==> src/rtl/uart_pkg.sv <==
// Shared types and constants for the UART serial boundary.
// Frame length grows by one parity bit when UART_TX_PARITY_EN is defined.
package uart_pkg;

  typedef enum logic {
    IDLE,
    TRANSMIT
  } state_t;

  localparam int BAUD_DIV_DEFAULT = 2604;

`ifdef UART_TX_PARITY_EN
  localparam int FRAME_BITS = 11;
`else
  localparam int FRAME_BITS = 10;
`endif

  // The idle-high level after the stop bit comes from the fill, not from storage.
  localparam int SHREG_W = FRAME_BITS - 1;

endpackage

==> src/rtl/uart_tx_if.sv <==
// Request/status handshake between a byte producer and uart_tx.
interface uart_tx_if;

  logic       trmt;
  logic [7:0] tx_data;
  logic       tx_busy;
  logic       tx_done;

  modport master (
    output trmt,
    output tx_data,
    input  tx_busy,
    input  tx_done
  );

  modport slave (
    input  trmt,
    input  tx_data,
    output tx_busy,
    output tx_done
  );

endinterface

==> src/rtl/uart_tx.sv <==
// UART transmitter: one byte per accepted trmt, sent LSB first, 8N1.
// Define UART_TX_PARITY_EN for an even-parity bit between data and stop.
module uart_tx
  import uart_pkg::*;
#(
  parameter int BAUD_DIV = BAUD_DIV_DEFAULT
) (
  input  logic       clk,
  input  logic       rst_n,
  uart_tx_if.slave   tx_if,
  output logic       TX
);

  localparam logic [11:0] BAUD_LAST = 12'(BAUD_DIV - 1);
  localparam logic [3:0]  LAST_BIT  = 4'(FRAME_BITS - 1);

  state_t               state;
  state_t               nxt_state;
  logic                 start;
  logic                 shift;
  logic                 set_done;
  logic [11:0]          baud_cnt;
  logic [3:0]           bit_cnt;
  logic [SHREG_W-1:0]   shreg;
  logic [SHREG_W-1:0]   shreg_load;

`ifdef UART_TX_PARITY_EN
  assign shreg_load = {^tx_if.tx_data, tx_if.tx_data, 1'b0};
`else
  assign shreg_load = {tx_if.tx_data, 1'b0};
`endif

  assign shift = (state == TRANSMIT) && (baud_cnt == BAUD_LAST);

  always_ff @(posedge clk or negedge rst_n) begin
    if (!rst_n) state <= IDLE;
    else        state <= nxt_state;
  end

  // The frame ends on the shift that retires the stop bit, so tx_done
  // rises the cycle after the stop bit's last clock.
  always_comb begin
    nxt_state = state;
    start     = 1'b0;
    set_done  = 1'b0;
    case (state)
      IDLE: begin
        if (tx_if.trmt) begin
          start     = 1'b1;
          nxt_state = TRANSMIT;
        end
      end
      TRANSMIT: begin
        if (shift && (bit_cnt == LAST_BIT)) begin
          set_done  = 1'b1;
          nxt_state = IDLE;
        end
      end
      default: nxt_state = IDLE;
    endcase
  end

  always_ff @(posedge clk) begin
    if (start || shift)         baud_cnt <= '0;
    else if (state == TRANSMIT) baud_cnt <= baud_cnt + 12'd1;
  end

  always_ff @(posedge clk) begin
    if (start)      bit_cnt <= '0;
    else if (shift) bit_cnt <= bit_cnt + 4'd1;
  end

  // Resetting to ones puts the line back to idle-high asynchronously.
  always_ff @(posedge clk or negedge rst_n) begin
    if (!rst_n)     shreg <= '1;
    else if (start) shreg <= shreg_load;
    else if (shift) shreg <= {1'b1, shreg[SHREG_W-1:1]};
  end

  always_ff @(posedge clk or negedge rst_n) begin
    if (!rst_n)        tx_if.tx_done <= 1'b0;
    else if (start)    tx_if.tx_done <= 1'b0;
    else if (set_done) tx_if.tx_done <= 1'b1;
  end

  assign TX            = shreg[0];
  assign tx_if.tx_busy = (state == TRANSMIT);

endmodule

==> src/flat_wrapper.sv <==
// flat-port wrapper written by rule: the top's interface ports become plain ports
module uart_tx_flat import uart_pkg::*;
#(
  parameter int BAUD_DIV = BAUD_DIV_DEFAULT
)
  (clk, rst_n, TX, tx_if_trmt, tx_if_tx_data, tx_if_tx_busy, tx_if_tx_done);
  uart_tx_if tx_if_i ();
  input  logic clk;
  input  logic rst_n;
  output logic TX;
  input wire logic [$bits(tx_if_i.trmt)-1:0] tx_if_trmt;
  input wire logic [$bits(tx_if_i.tx_data)-1:0] tx_if_tx_data;
  output wire logic [$bits(tx_if_i.tx_busy)-1:0] tx_if_tx_busy;
  output wire logic [$bits(tx_if_i.tx_done)-1:0] tx_if_tx_done;
  assign tx_if_i.trmt = tx_if_trmt;
  assign tx_if_i.tx_data = tx_if_tx_data;
  assign tx_if_tx_busy = tx_if_i.tx_busy;
  assign tx_if_tx_done = tx_if_i.tx_done;
  uart_tx #(.BAUD_DIV(BAUD_DIV)) u_core (.clk(clk), .rst_n(rst_n), .tx_if(tx_if_i), .TX(TX));
endmodule
==> config.mk <==
export PLATFORM = sky130hd
export DESIGN_NAME = uart_tx_flat
export DESIGN_NICKNAME = d
export VERILOG_FILES = /design/src/rtl/uart_pkg.sv /design/src/rtl/uart_tx_if.sv /design/src/rtl/uart_tx.sv /design/src/flat_wrapper.sv
export SDC_FILE = /design/constraint.sdc
export NUM_CORES = 1
export LEC_CHECK = 0
export ABC_AREA = 0
export BUFFER_PORTS_ARGS = -buffer_cell sky130_fd_sc_hd__buf_2
export CAP_MARGIN = 20
export CORE_MARGIN = 1
export CORE_UTILIZATION = 56
export DETAILED_ROUTE_END_ITERATION = 10
export HOLD_SLACK_MARGIN = 0.02
export PLACE_DENSITY_LB_ADDON = 0.25
export SYNTH_ARGS = -nofsm -noshare
export SYNTH_HDL_FRONTEND = slang
export SYNTH_SLANG_ARGS = --single-unit
==> constraint.sdc <==
create_clock -name clk -period 2.3 [get_ports clk]
set_input_delay 0.46 -clock clk [delete_from_list [all_inputs] [get_ports clk]]
set_output_delay 0.46 -clock clk [all_outputs]
set_load 0.01 [all_outputs]
==> impl.org, run 1 <==
** CTS
- Number of buffers added by the clock tree synthesis step :: 3
- Clock Latency Late Sink :: 0.32 ns
- Maximum level of the CTS H-tree :: 1
- In this run the clock root is driven by a sky130_fd_sc_hd__clkbuf_4.
- Number of gates resized after CTS :: 0
- CTS tree :: built
- In this run the deepest clock path goes through 2 buffers.
- Clock tree sinks :: 27
- Register clock-pin slew on the reported worst setup and hold paths :: 0.14 ns

** Die
- For this design the top-level I/O count stands at 14.
- The die covers 2370 um2.
- Number of rows in the core area :: 16
- The die is 48.7 um tall.
- Starting density of the core :: 60.9%
- Floorplan Core Area :: 2000 um2
- In this run the horizontal extent of the chip is 48.7 um.

** Routing
- In the routed layout, each cell is associated on average with a via count of 5.35.
- The detailed router placed 862 vias in this run.
- Wires add up to 2140 um.
- In the final routed layout, each cell accounts on average for 13.3 um.
- Number of optimization iterations in the first detailed-route pass :: 4
- DR iter-0 viols :: 4
- Total DRC errors in the routed layout :: 0
- ANT nets after route :: 0

** Layout
- Fill cells :: 164
- The net count of the finished layout is 149.
- Count of inserted antenna diode cells :: 0
- In the final layout, the share of cells above drive strength 1 is 23.1%.
- Signed area change from the synthesized netlist to the final layout :: 9.55%

** Setup path
- Of all nets on the critical path, the largest fanout is 19.
- For the worst setup path, the data arrival time is 2.30 ns.
- Crit-path max cell delay :: 0.56 ns
- CP Class :: reg -> reg
- For the worst setup path, the data required time is 2.58 ns.
- List of cells traversed by the critical path :: or4b_4 > nor4_4 > buf_4 > or2_2 > o22a_1
- The worst setup path is launched from a flip-flop.
- STA classifies the critical path endpoint as a flip-flop.
- Worst-path cell with the longest stage delay :: sky130_fd_sc_hd__or4b_4

** GRT
- Entering global routing, the biggest net connects 20 pins.
- Initial antenna violation count :: 0
- Total track usage :: 20.2%
- First-pass GRT wire length :: 3670 um
- After global routing the overflow that remains totals 0.
- The via count of the first global-routing pass is 878.

** Placement
- Placer congestion estimate :: 0.728
- Before CTS, the worst setup slack after placement is 0.281 ns.
- The count of buffers added on input and output ports is 13.
- HPWL after DPL :: 1540 um

** Synthesis
- Top post-synthesis cells by area :: sky130_fd_sc_hd__dfxtp_1 (26%), sky130_fd_sc_hd__dfstp_2 (19%), sky130_fd_sc_hd__nor2_1 (6.5%)
- Total of warnings raised by yosys :: 0
- The synthesized design spends more area on one cell type than any other, namely sky130_fd_sc_hd__dfxtp_1.
- After synthesis the netlist holds a flip-flop and latch count of 27.
- A synthesized cell averages 10.2 um2.
- Summed over its instances, the top area cell type makes up 26.3% of the synthesized netlist area.
- Number of distinct standard cells referenced by the synthesized netlist :: 30
- Summing every instance area after synthesis gives 1220 um2.
- Dominant combinational cell family by area after synthesis :: simple AND/OR/NAND/NOR gates
- When the netlist entered floorplanning its net count stood at 134.
- The cell count after synthesis came out at 120.
- Fraction of the mapped netlist area in adder cells :: 3.08%
- Part of the Yosys area used for sequential elements :: 49.8%
- The synthesized netlist devotes 22.8% of its cell area to simple gates.
- Multiplexer cells account for 5.75% of the synthesized area.
- XOR/XNOR share of the synthesized area :: 8.62%
- The synthesized netlist devotes 6.88% of its cell area to compound gates.

** STA
- Headroom to the max-slew limit came out at 62.3%.
- Worst Max-Slew Pin Slew :: 0.566 ns
- Final WS setup :: 0.273 ns
- Sum Neg Setup Slack :: 0 ns
- The max-slew violation count came to 0.
- Worst-case clock skew :: 0.00160 ns
- Crit path time final :: 2.03 ns
- Setup violations remaining at the end of the flow were counted as 0.
- Setup repair after global routing left no endpoint under its margin.
- The final critical path takes up 88.1% of the cycle.
- Count of final hold-check violations :: 0
- For this run, the top clock speed supported by timing is 493 MHz.

** Worst hold path
- Worst Hold Class :: in -> reg

** Power and ir drop
- Lkg Pwr :: 0.587 nW
- Power spread over the standard cell area amounts to 875 nW/um2.
- The worst-case IR drop observed on VDD is 601 uV.

** Status
- The flow ran to the end, and the final reports show no timing, DRC or antenna violations.

** Job
- Across the run, the number of max-cap violations was 0.
## worst paths after layout
check	startpoint	to	slack, ns	depth (start not counted)
min reg2reg	u_core.bit_cnt[3]	u_core.bit_cnt[3]	0.49	1
min	tx_if_tx_data[1]	u_core.shreg[2]	0.35	3
min in group asynchronous	rst_n	u_core.tx_if.tx_done	0.51	2
max reg2reg	u_core.baud_cnt[4]	u_core.shreg[8]	0.27	5
max in group asynchronous	rst_n	u_core.shreg[7]	1.53	2
max	u_core.baud_cnt[4]	u_core.shreg[8]	0.27	5
## flip-flops by register name, indices dropped and copies added, names as in the netlist
register and flops:
u_core.baud_cnt 12, u_core.bit_cnt 4, u_core.shreg 9, u_core.tx_if.tx_busy 1
u_core.tx_if.tx_done 1
## through the flow
step	instances	utilization, %	hold slack [ns]	power (mW)	cell area (um2)
floorplan	120	-	0.164	0.900	1220
global placement	156	64.9	0.333	0.949	1300
detailed placement	156	64.9	0.338	0.974	1300
CTS	161	66.7	0.354	1.17	1340
global route	161	66.7	0.352	1.24	1340
finish	161	66.7	0.351	1.17	1340
## Yosys cell counts
library cell	count
sky130_fd_sc_hd__nand4b_1	1
sky130_fd_sc_hd__dfxtp_1	16
sky130_fd_sc_hd__buf_4	1
sky130_fd_sc_hd__nor2b_1	1
sky130_fd_sc_hd__and4_1	2
sky130_fd_sc_hd__nand2b_1	2
sky130_fd_sc_hd__or2_2	1
sky130_fd_sc_hd__buf_6	1
sky130_fd_sc_hd__xor2_1	9
sky130_fd_sc_hd__clkbuf_1	4
sky130_fd_sc_hd__a21oi_1	4
sky130_fd_sc_hd__nand4_1	4
sky130_fd_sc_hd__mux2i_1	7
sky130_fd_sc_hd__inv_1	1
sky130_fd_sc_hd__nand2_1	13
sky130_fd_sc_hd__or4bb_1	1
sky130_fd_sc_hd__nand3_1	3
sky130_fd_sc_hd__ha_1	3
sky130_fd_sc_hd__or4b_4	1
sky130_fd_sc_hd__dfstp_2	9
sky130_fd_sc_hd__a21o_1	1
sky130_fd_sc_hd__o21ai_0	1
sky130_fd_sc_hd__dfrtp_1	2
sky130_fd_sc_hd__and3_1	2
sky130_fd_sc_hd__nor2_1	21
sky130_fd_sc_hd__xnor2_1	3
sky130_fd_sc_hd__o22a_1	1
sky130_fd_sc_hd__a211oi_2	1
sky130_fd_sc_hd__nor4_4	1
sky130_fd_sc_hd__a221o_1	3
## critical path: cells and delay by family (launching register included)
kind                   cells  cell delay [ns]
flip-flops                 1             0.37
buffers and inverters      1             0.27
AND/OR/NAND/NOR            3             1.14
AO/OA/AOI/OAI              1             0.19
## cells in the final DEF, fill, tap and decap left out, types with 3 or more instances in the layout
cell,synthesis,final
sky130_fd_sc_hd__ha_1,3,3
sky130_fd_sc_hd__dfstp_2,9,9
sky130_fd_sc_hd__dfxtp_1,16,16
sky130_fd_sc_hd__nand2_1,13,13
sky130_fd_sc_hd__a21oi_1,4,4
sky130_fd_sc_hd__nor2_1,21,21
sky130_fd_sc_hd__buf_2,0,13
sky130_fd_sc_hd__nand3_1,3,3
sky130_fd_sc_hd__xnor2_1,3,3
sky130_fd_sc_hd__a221o_1,3,3
sky130_fd_sc_hd__nand4_1,4,4
sky130_fd_sc_hd__xor2_1,9,9
sky130_fd_sc_hd__mux2i_1,7,7
sky130_fd_sc_hd__clkbuf_4,0,3
## where the power goes
| part | total, mW | switching [mW] | internal [mW] |
|---|---|---|---|
| registers | 0.706 | 0.0962 | 0.610 |
| clock network | 0.204 | 0.136 | 0.0680 |
| logic | 0.258 | 0.126 | 0.132 |
| total | 1.17 | 0.358 | 0.809 |
## routing by layer
layer	wire length, um	up-vias	track usage, %
met2	1140	15	38.0
li1	-	439	-
met3	47	5	2.83
met1	914	403	22.2
met4	37	0	8.82
met5	0	-	0
## cells by family after synthesis
logic type               after synthesis
AO/OA/AOI/OAI                         11
XOR/XNOR                              12
multiplexers                           7
adder cells (fa/ha/maj)                3
buffers and inverters                  7
flip-flops                            27
AND/OR/NAND/NOR                       53
## repair_timing
item | CTS | global route
setup buffers | 0 | 0
hold buffers | 1 | 0
endpoints found under the hold margin | 2 | 0
## final cells by class
type	count	area, um2	area share, %
multi-input cells	86	574	43.0
clock buffers	4	26.3	1.97
well taps	27	33.8	2.53
repair buffers	16	90.1	6.75
flip-flops and latches	27	607	45.5
inverters	1	3.75	0.281
Power figures use the tool's default switching activity.
==> run 2: changes to the inputs <==
--- a/config.mk
+++ b/config.mk
@@ -13,6 +13,7 @@
 export DETAILED_ROUTE_END_ITERATION = 10
 export HOLD_SLACK_MARGIN = 0.02
 export PLACE_DENSITY_LB_ADDON = 0.25
+export RECOVER_POWER = 25
 export SYNTH_ARGS = -nofsm -noshare
 export SYNTH_HDL_FRONTEND = slang
 export SYNTH_SLANG_ARGS = --single-unit
==> run 2 against run 1 <==
Net effect: flip-flop and latch count unchanged; die area is the same; worst hold slack unchanged; combinational power is essentially flat; count of clock-buffer cells in the layout unchanged; wire length barely moved; sequential power about the same; cell area hardly changed; critical endpoint unchanged; largest cell class unchanged.
==> impl.org, run 2 (synthesis gave the netlist of run 1 again) <==
** Status
- Run status: completed (unchanged).

** Layout
- Fraction of layout instances using a drive strength above 1 :: 22.4% (was 23.1%)
- Post-layout net count :: 149 (unchanged)
- Sequential cell area :: 607 um2 (unchanged)
- The total inserted antenna cells is 0 (unchanged).
- Most frequent cells in the layout :: sky130_fd_sc_hd__nor2_1 (21), sky130_fd_sc_hd__dfxtp_1 (16), sky130_fd_sc_hd__nand2_1 (13) (was sky130_fd_sc_hd__nor2_1 (21), sky130_fd_sc_hd__dfxtp_1 (16), sky130_fd_sc_hd__nand2_1 (13), sky130_fd_sc_hd__buf_2 (13))
- Area of combinational cells with multiple inputs :: 574 um2 (unchanged)
- Largest registers: u_core.baud_cnt: 12 flops, u_core.shreg: 9 flops, u_core.bit_cnt: 4 flops (unchanged).
- Signed area change from the synthesized netlist to the final layout :: 9.45% (was 9.55%)
- Fill cells :: 165 (was 164)
- Most frequent standard cell in the layout excluding fill and tap cells :: sky130_fd_sc_hd__nor2_1 (unchanged)
- The flip-flop count of the largest register, all copies and words added was 12 (unchanged).
- The register with the most flip-flops is u_core.baud_cnt (unchanged).

** Setup path
- Worst reg2reg path startpoint :: u_core.baud_cnt[4] (unchanged)
- The signal arrival time at the worst endpoint came to 2.30 ns (about the same).
- Worst-path cell with the longest stage delay :: sky130_fd_sc_hd__or4b_4 (unchanged)
- The combined buffer and inverter count along the critical path came to 1 (unchanged).
- The worst-case reg-to-reg path depth is 5 (unchanged).
- The register-to-register setup slack is 0.27 ns (about the same).
- The category of the worst setup path launch point was a flip-flop (unchanged).
- The capturing point of the worst reg2reg path was u_core.shreg[8] (unchanged).
- The cell family with the largest share of critical-path delay is simple AND/OR/NAND/NOR gates (unchanged).
- Data required time of the worst path :: 2.58 ns (about the same)
- The maximum fanout count along the critical path came to 19 (unchanged).
- List of cells traversed by the critical path :: or4b_4 > nor4_4 > buf_4 > or2_2 > o22a_1 (unchanged)
- CP Class :: reg -> reg (unchanged)
- Levels on crit path :: 5 (unchanged)
- The type of destination of the critical path was a flip-flop (unchanged).
- The delay of the slowest critical-path stage is 0.56 ns (about the same).

** STA
- The number of failing hold endpoints at the final stage was 0 (unchanged).
- The final-report setup violation count was 0 (unchanged).
- The final setup TNS is 0 ns (unchanged).
- Worst-case clock skew :: 0.00160 ns (unchanged)
- The minimum hold slack was 0.351 ns (unchanged).
- The period utilization was 88.1% (unchanged).
- The relative slew slack was 60.7% (was 62.3%).
- The max-slew violation count came to 0 (unchanged).
- Timing-limited maximum frequency :: 493 MHz (unchanged)
- Setup repair after global routing missed its margin: no (unchanged).
- Crit path time final :: 2.03 ns (unchanged)
- The pin slew with the least headroom to its limit was 0.589 ns (was 0.566 ns).

** Routing
- The violation count after the first detailed-route iteration came to 4 (unchanged).
- The post-detailed-route DRC marker count came to 0 (unchanged).
- The wire length per cell after detailed routing came to 13.3 um (about the same).
- The routed via count came to 862 (unchanged).
- The mean number of vias per cell came to 5.35 (unchanged).
- The number of nets with antenna violations after detailed routing was 0 (unchanged).
- Drt total wl :: 2140 um (about the same)
- The number of search-and-repair iterations in the first detailed-routing pass is 4 (unchanged).

** Job
- The number of violations of the max-capacitance limit came to 0 (unchanged).

** GRT
- First-pass GRT wire length :: 3670 um (unchanged)
- The number of antenna violations at the first check in global routing was 0 (unchanged).
- The via count of the first global-routing pass is 878 (unchanged).
- The overflow left after global routing is 0 (unchanged).
- The global routing usage summed across all routing layers was 20.2% (unchanged).
- Maximum number of pins on one net before global-route repair :: 20 (unchanged)

** CTS
- Buffers from clock root to sink, at most :: 2 (unchanged)
- The clock latency at the later pin of the worst-skew pair came to 0.32 ns (about the same).
- The clock tree root buffer cell is sky130_fd_sc_hd__clkbuf_4 (unchanged).
- The maximum level of the CTS H-tree was 1 (unchanged).
- The clock slew at the register clock pins of the worst setup and hold paths came to 0.14 ns (about the same).
- The count of buffers added by post-CTS timing repair for setup came to 0 (unchanged).
- The clock tree from TritonCTS is built (unchanged).
- Number of buffers added by the clock tree synthesis step :: 3 (unchanged)
- Clock tree sinks :: 27 (unchanged)

** Die
- Horizontal extent of the die :: 48.7 um (unchanged)
- Number of rows in the core area :: 16 (unchanged)
- The area of the die is 2370 um2 (unchanged).
- Floorplan Core Area :: 2000 um2 (unchanged)
- The initial standard-cell utilization of the core was 60.9% (unchanged).
- # IOs :: 14 (unchanged)
- The vertical die dimension was 48.7 um (unchanged).

** Power and ir drop
- The highest ir drop seen on vdd is 601 uV (about the same).
- Lkg Pwr :: 0.584 nW (was 0.587 nW)
- PwrDens :: 875 nW/um2 (about the same)

** Worst hold path
- Instance count along the most critical hold path :: 3 (unchanged)
- Hold Startpoint :: tx_if_tx_data[1] (unchanged)
- The end point of the worst hold path was u_core.shreg[2] (unchanged).
- The path category of the worst min-delay check was in -> reg (unchanged).

** Placement
- The quantity of I/O buffers inserted on ports came to 13 (unchanged).
- The placed wire-length estimate after detailed placement was 1540 um (unchanged).
- Placer congestion estimate :: 0.728 (unchanged)
==> run 2: area by class of cell <==
class,count,share of cell area (%)
tap,27,2.53
inverter,1,0.281
timing repair buffer,16,6.66
sequential,27,45.5
clock buffer,4,1.97
multi-input combinational,86,43.1
==> run 2: worst reg2reg max path, cell delays in order (launching register included) <==
cell                      delay [ns]
sky130_fd_sc_hd__dfxtp_1        0.37
sky130_fd_sc_hd__or4b_4         0.57
sky130_fd_sc_hd__nor4_4         0.28
sky130_fd_sc_hd__buf_4          0.27
sky130_fd_sc_hd__or2_2          0.30
sky130_fd_sc_hd__o22a_1         0.19
==> run 2: per-stage QoR <==
stage | setup WS [ns] | cells | area [um2] | utilization, % | power [mW]
floorplan | 0.356 | 120 | 1220 | - | 0.900
global placement | 0.362 | 156 | 1300 | 64.9 | 0.949
detailed placement | 0.281 | 156 | 1300 | 64.9 | 0.974
CTS | 0.249 | 161 | 1340 | 66.7 | 1.17
global route | 0.189 | 161 | 1330 | 66.6 | 1.24
finish | 0.273 | 161 | 1330 | 66.6 | 1.17
==> run 2: report_power, final <==
group	leakage (nW)	internal [mW]	switching, mW
registers	0.250	0.610	0.0962
logic	0.320	0.131	0.126
clock network	0.0150	0.0680	0.136
==> run 2: worst max path at each step <==
stage	from	to
floorplan	u_core.baud_cnt[4]	u_core.shreg[7]
CTS	u_core.baud_cnt[4]	u_core.shreg[8]
detailed placement	u_core.baud_cnt[4]	u_core.shreg[8]
finish	u_core.baud_cnt[4]	u_core.shreg[8]
global route	u_core.baud_cnt[4]	u_core.shreg[8]
global placement	u_core.baud_cnt[4]	u_core.shreg[8]
==> run 2: layer usage <==
| layer | track usage, % | routed length, um |
|---|---|---|
| met5 | 0 | 0 |
| met1 | 22.2 | 912 |
| met2 | 38.0 | 1140 |
| met4 | 8.82 | 37 |
| met3 | 2.83 | 47 |
==> run 2: timing repair <==
action                     CTS  global route
gates resized for setup      0             0
hold buffers                 1             0
setup endpoints to repair    0             0
hold endpoints to repair     2             0
==> run 3: changes to the inputs <==
--- a/config.mk
+++ b/config.mk
@@ -8,8 +8,10 @@
 export ABC_AREA = 0
 export BUFFER_PORTS_ARGS = -buffer_cell sky130_fd_sc_hd__buf_2
 export CAP_MARGIN = 20
+export CELL_PAD_IN_SITES_DETAIL_PLACEMENT = 0
+export CELL_PAD_IN_SITES_GLOBAL_PLACEMENT = 1
 export CORE_MARGIN = 1
-export CORE_UTILIZATION = 56
+export CORE_UTILIZATION = 44
 export DETAILED_ROUTE_END_ITERATION = 10
 export HOLD_SLACK_MARGIN = 0.02
 export PLACE_DENSITY_LB_ADDON = 0.25
==> constraint.sdc (replaced) <==
create_clock -name clk -period 2.3 [get_ports clk]
set_input_delay 0.115 -clock clk [delete_from_list [all_inputs] [get_ports clk]]
set_output_delay 0.115 -clock clk [all_outputs]
set_load 0.01 [all_outputs]
==> run 3 against run 2 <==
Net effect: combinational power increased by 2%; global-route usage decreased by 4.4 points; first-iteration DRC count decreased by 25%; critical endpoint is now u_core.shreg[7]; largest cell class unchanged; highest routed layer unchanged.
==> impl.org, run 3 (synthesis gave the netlist of run 1 again) <==
** CTS
- Number of buffers added by the clock tree synthesis step :: 3 (unchanged)
- Register clock-pin slew on the reported worst setup and hold paths :: 0.13 ns (was 0.14 ns)
- The clock latency at the later pin of the worst-skew pair was 0.32 ns (about the same).
- The clock tree root buffer cell is sky130_fd_sc_hd__clkbuf_4 (unchanged).
- CTS tree :: built (unchanged)
- The number of clock sinks seen by CTS is 27 (unchanged).
- Maximum level of the CTS H-tree :: 1 (unchanged)
- The count of buffers added by post-CTS timing repair for setup came to 0 (unchanged).
- The maximum buffer depth of the clock tree was 2 (unchanged).

** Die
- The I/O pin count is 14 (unchanged).
- Horizontal extent of the die :: 54.6 um (was 48.7 um)
- Floorplan Core Area :: 2540 um2 (was 2000 um2)
- Die Footprint :: 2980 um2 (was 2370 um2)
- The number of placement rows came to 18 (was 16).
- Starting density of the core :: 47.9% (was 60.9%)
- Die Span Y :: 54.6 um (was 48.7 um)

** Power and ir drop
- The switching component of the power came to 352 uW (was 358 uW).
- The internal power was 814 uW (was 809 uW).
- PwrDens :: 847 nW/um2 (was 875 nW/um2)
- Peak supply drop :: 554 uV (was 601 uV)
- The clock network fraction of design power is 17.1% (was 17.5%).
- The standby leakage power is 0.601 nW (was 0.584 nW).
- The proportion of power drawn by flip-flops and latches came to 60.3% (was 60.5%).
- The relative contribution of combinational cells to total power came to 22.5% (was 22.0%).
- Sw Ratio :: 30.2% (was 30.7%)

** STA
- Tcrit/Tclk final :: 82.5% (was 88.1%)
- Sum Neg Setup Slack :: 0 ns (unchanged)
- The worst clock skew is 0.0134 ns (was 0.00160 ns).
- The final-report setup violation count was 0 (unchanged).
- Max_slew headroom :: 61.4% (was 60.7%)
- The highest clock rate came to 527 MHz (was 493 MHz).
- Worst Max-Slew Pin Slew :: 0.579 ns (was 0.589 ns)
- The post-route minimum period came to 1.90 ns (was 2.03 ns).
- Setup repair after global routing missed its margin: no (unchanged).
- Max Slew Vio Count :: 0 (unchanged)
- The number of failing hold endpoints at the final stage came to 0 (unchanged).

** GRT
- Initial antenna violation count :: 0 (unchanged)
- The via count of the first global-routing pass was 765 (was 878).
- Maximum number of pins on one net before global-route repair :: 19 (was 20)
- First-pass GRT wire length :: 3310 um (was 3670 um)
- Total track usage :: 15.7% (was 20.2%)
- The overflow left after global routing was 0 (unchanged).

** Job
- Number of maximum-capacitance constraint violations :: 0 (unchanged)

** Worst hold path
- The path category of the worst min-delay check is in -> reg (unchanged).

** Routing
- Routed via count :: 875 (was 862)
- The mean number of vias per cell was 5.21 (was 5.35).
- Mean routed wirelength per cell :: 12.5 um (was 13.3 um)
- Total DRC errors in the routed layout :: 0 (unchanged)
- The wire length reported by the detailed router is 2100 um (was 2140 um).
- The number of search-and-repair iterations in the first detailed-routing pass came to 2 (was 4).
- DR iter-0 viols :: 3 (was 4)
- The number of nets with antenna violations after detailed routing is 0 (unchanged).

** Layout
- Most frequent cells in the layout :: sky130_fd_sc_hd__nor2_1 (21), sky130_fd_sc_hd__dfxtp_1 (16), sky130_fd_sc_hd__nand2_1 (13) (unchanged)
- The flip-flop count of the largest register, all copies and words added came to 12 (unchanged).
- The post-layout net count is 153 (was 149).
- Largest registers: u_core.baud_cnt: 12 flops, u_core.shreg: 9 flops, u_core.bit_cnt: 4 flops (unchanged).
- Post-Layout Inst Area :: 1380 um2 (was 1330 um2)
- Fill cells :: 234 (was 165)
- Most frequent standard cell in the layout excluding fill and tap cells :: sky130_fd_sc_hd__nor2_1 (unchanged)
- The fraction of layout instances using a drive strength above 1 was 21.7% (was 22.4%).
- Count of inserted antenna diode cells :: 0 (unchanged)
- The register with the most flip-flops was u_core.baud_cnt (unchanged).
- Signed area change from the synthesized netlist to the final layout :: 13.0% (was 9.45%)

** Setup path
- The register-to-register setup slack is 0.40 ns (was 0.27 ns).
- CP Capture Type :: flip-flop (unchanged)
- The category of the worst setup path launch point was a flip-flop (unchanged).
- The maximum fanout count along the critical path came to 18 (was 19).
- Worst-path cell with the longest stage delay :: sky130_fd_sc_hd__or4b_4 (unchanged)
- The critical path class is reg -> reg (unchanged).
- Data required time of the worst path :: 2.53 ns (was 2.58 ns)
- The signal arrival time at the worst endpoint came to 2.13 ns (was 2.30 ns).
- List of cells traversed by the critical path: or4b_4 > nor4_4 > buf_4 > mux2i_1 > a21oi_1 (was or4b_4 > nor4_4 > buf_4 > or2_2 > o22a_1).
- The delay of the slowest critical-path stage is 0.55 ns (was 0.56 ns).

** Status
- Run status :: completed (unchanged)

** Placement
- The global placement routability congestion is 0.696 (was 0.728).
- HPWL after DPL :: 1470 um (was 1540 um)
- The quantity of I/O buffers inserted on ports came to 13 (unchanged).
- Cell area after placement :: 1300 um2 (about the same)
[run 3: per-layer routing]
| metal | up-vias | part of all wire [%] | global-route usage (%) |
|---|---|---|---|
| li1 | 443 | - | - |
| met1 | 421 | 45 | 18.7 |
| met2 | 9 | 51 | 27.7 |
| met3 | 2 | 2.6 | 3.33 |
| met4 | 0 | 1.2 | 5.13 |
| met5 | - | 0 | 0 |
[run 3: layout make-up]
type / instances / area (um2) / share of cell area (%)
inverter: 1 / 3.75 / 0.272
sequential: 27 / 607 / 44.1
tap: 30 / 37.5 / 2.72
clock buffer: 4 / 26.3 / 1.91
timing repair buffer: 20 / 129 / 9.36
multi-input combinational: 86 / 574 / 41.7
[run 3: worst max-delay path: cells and delay by family, from the launching register on]
kind                   cells  cell delay (ns)
DFF                        1             0.37
and+or+nand+nor            2             0.83
muxes                      1             0.23
AOI/OAI and AO/OA          1             0.09
buffers and inverters      1             0.28
[run 3: path summary, 6_finish.rpt]
| kind | start | endpoint | cells past startpoint |
|---|---|---|---|
| worst max-delay path | u_core.baud_cnt[4] | u_core.shreg[7] | 5 |
| worst min-delay path | tx_if_tx_data[1] | u_core.shreg[2] | 3 |
| worst max register to register | u_core.baud_cnt[4] | u_core.shreg[7] | 5 |
| worst min register to register | u_core.bit_cnt[3] | u_core.bit_cnt[3] | 1 |
| max in group asynchronous | rst_n | u_core.shreg[8] | 2 |
| min in group asynchronous | rst_n | u_core.tx_if.tx_done | 2 |
[run 3: timing repair]
item,4_1_cts,5_1_grt
gates resized for setup,0,0
endpoints found under the setup margin,0,0
hold endpoints to repair,14,1
hold buffers,4,1
[run 3: power groups by stage]
stage	clock (mW)	sequential, mW	combinational (mW)
finish	0.200	0.704	0.263
global route	0.233	0.722	0.297
CTS	0.209	0.704	0.268
detailed placement	0	0.713	0.258
global placement	0	0.706	0.244
floorplan	0	0.687	0.213
[run 3: through the flow]
stage | worst slack (ns) | hold slack, ns | utilization, % | power [mW] | std cells
floorplan | 0.356 | -0.181 | - | 0.900 | 120
CTS | 0.381 | 0.0232 | 53.8 | 1.18 | 167
detailed placement | 0.392 | -0.00832 | 51.2 | 0.971 | 159
global route | 0.315 | 0.0258 | 54.1 | 1.25 | 168
finish | 0.402 | 0.0352 | 54.1 | 1.17 | 168
global placement | 0.426 | -0.0123 | 51.2 | 0.951 | 159
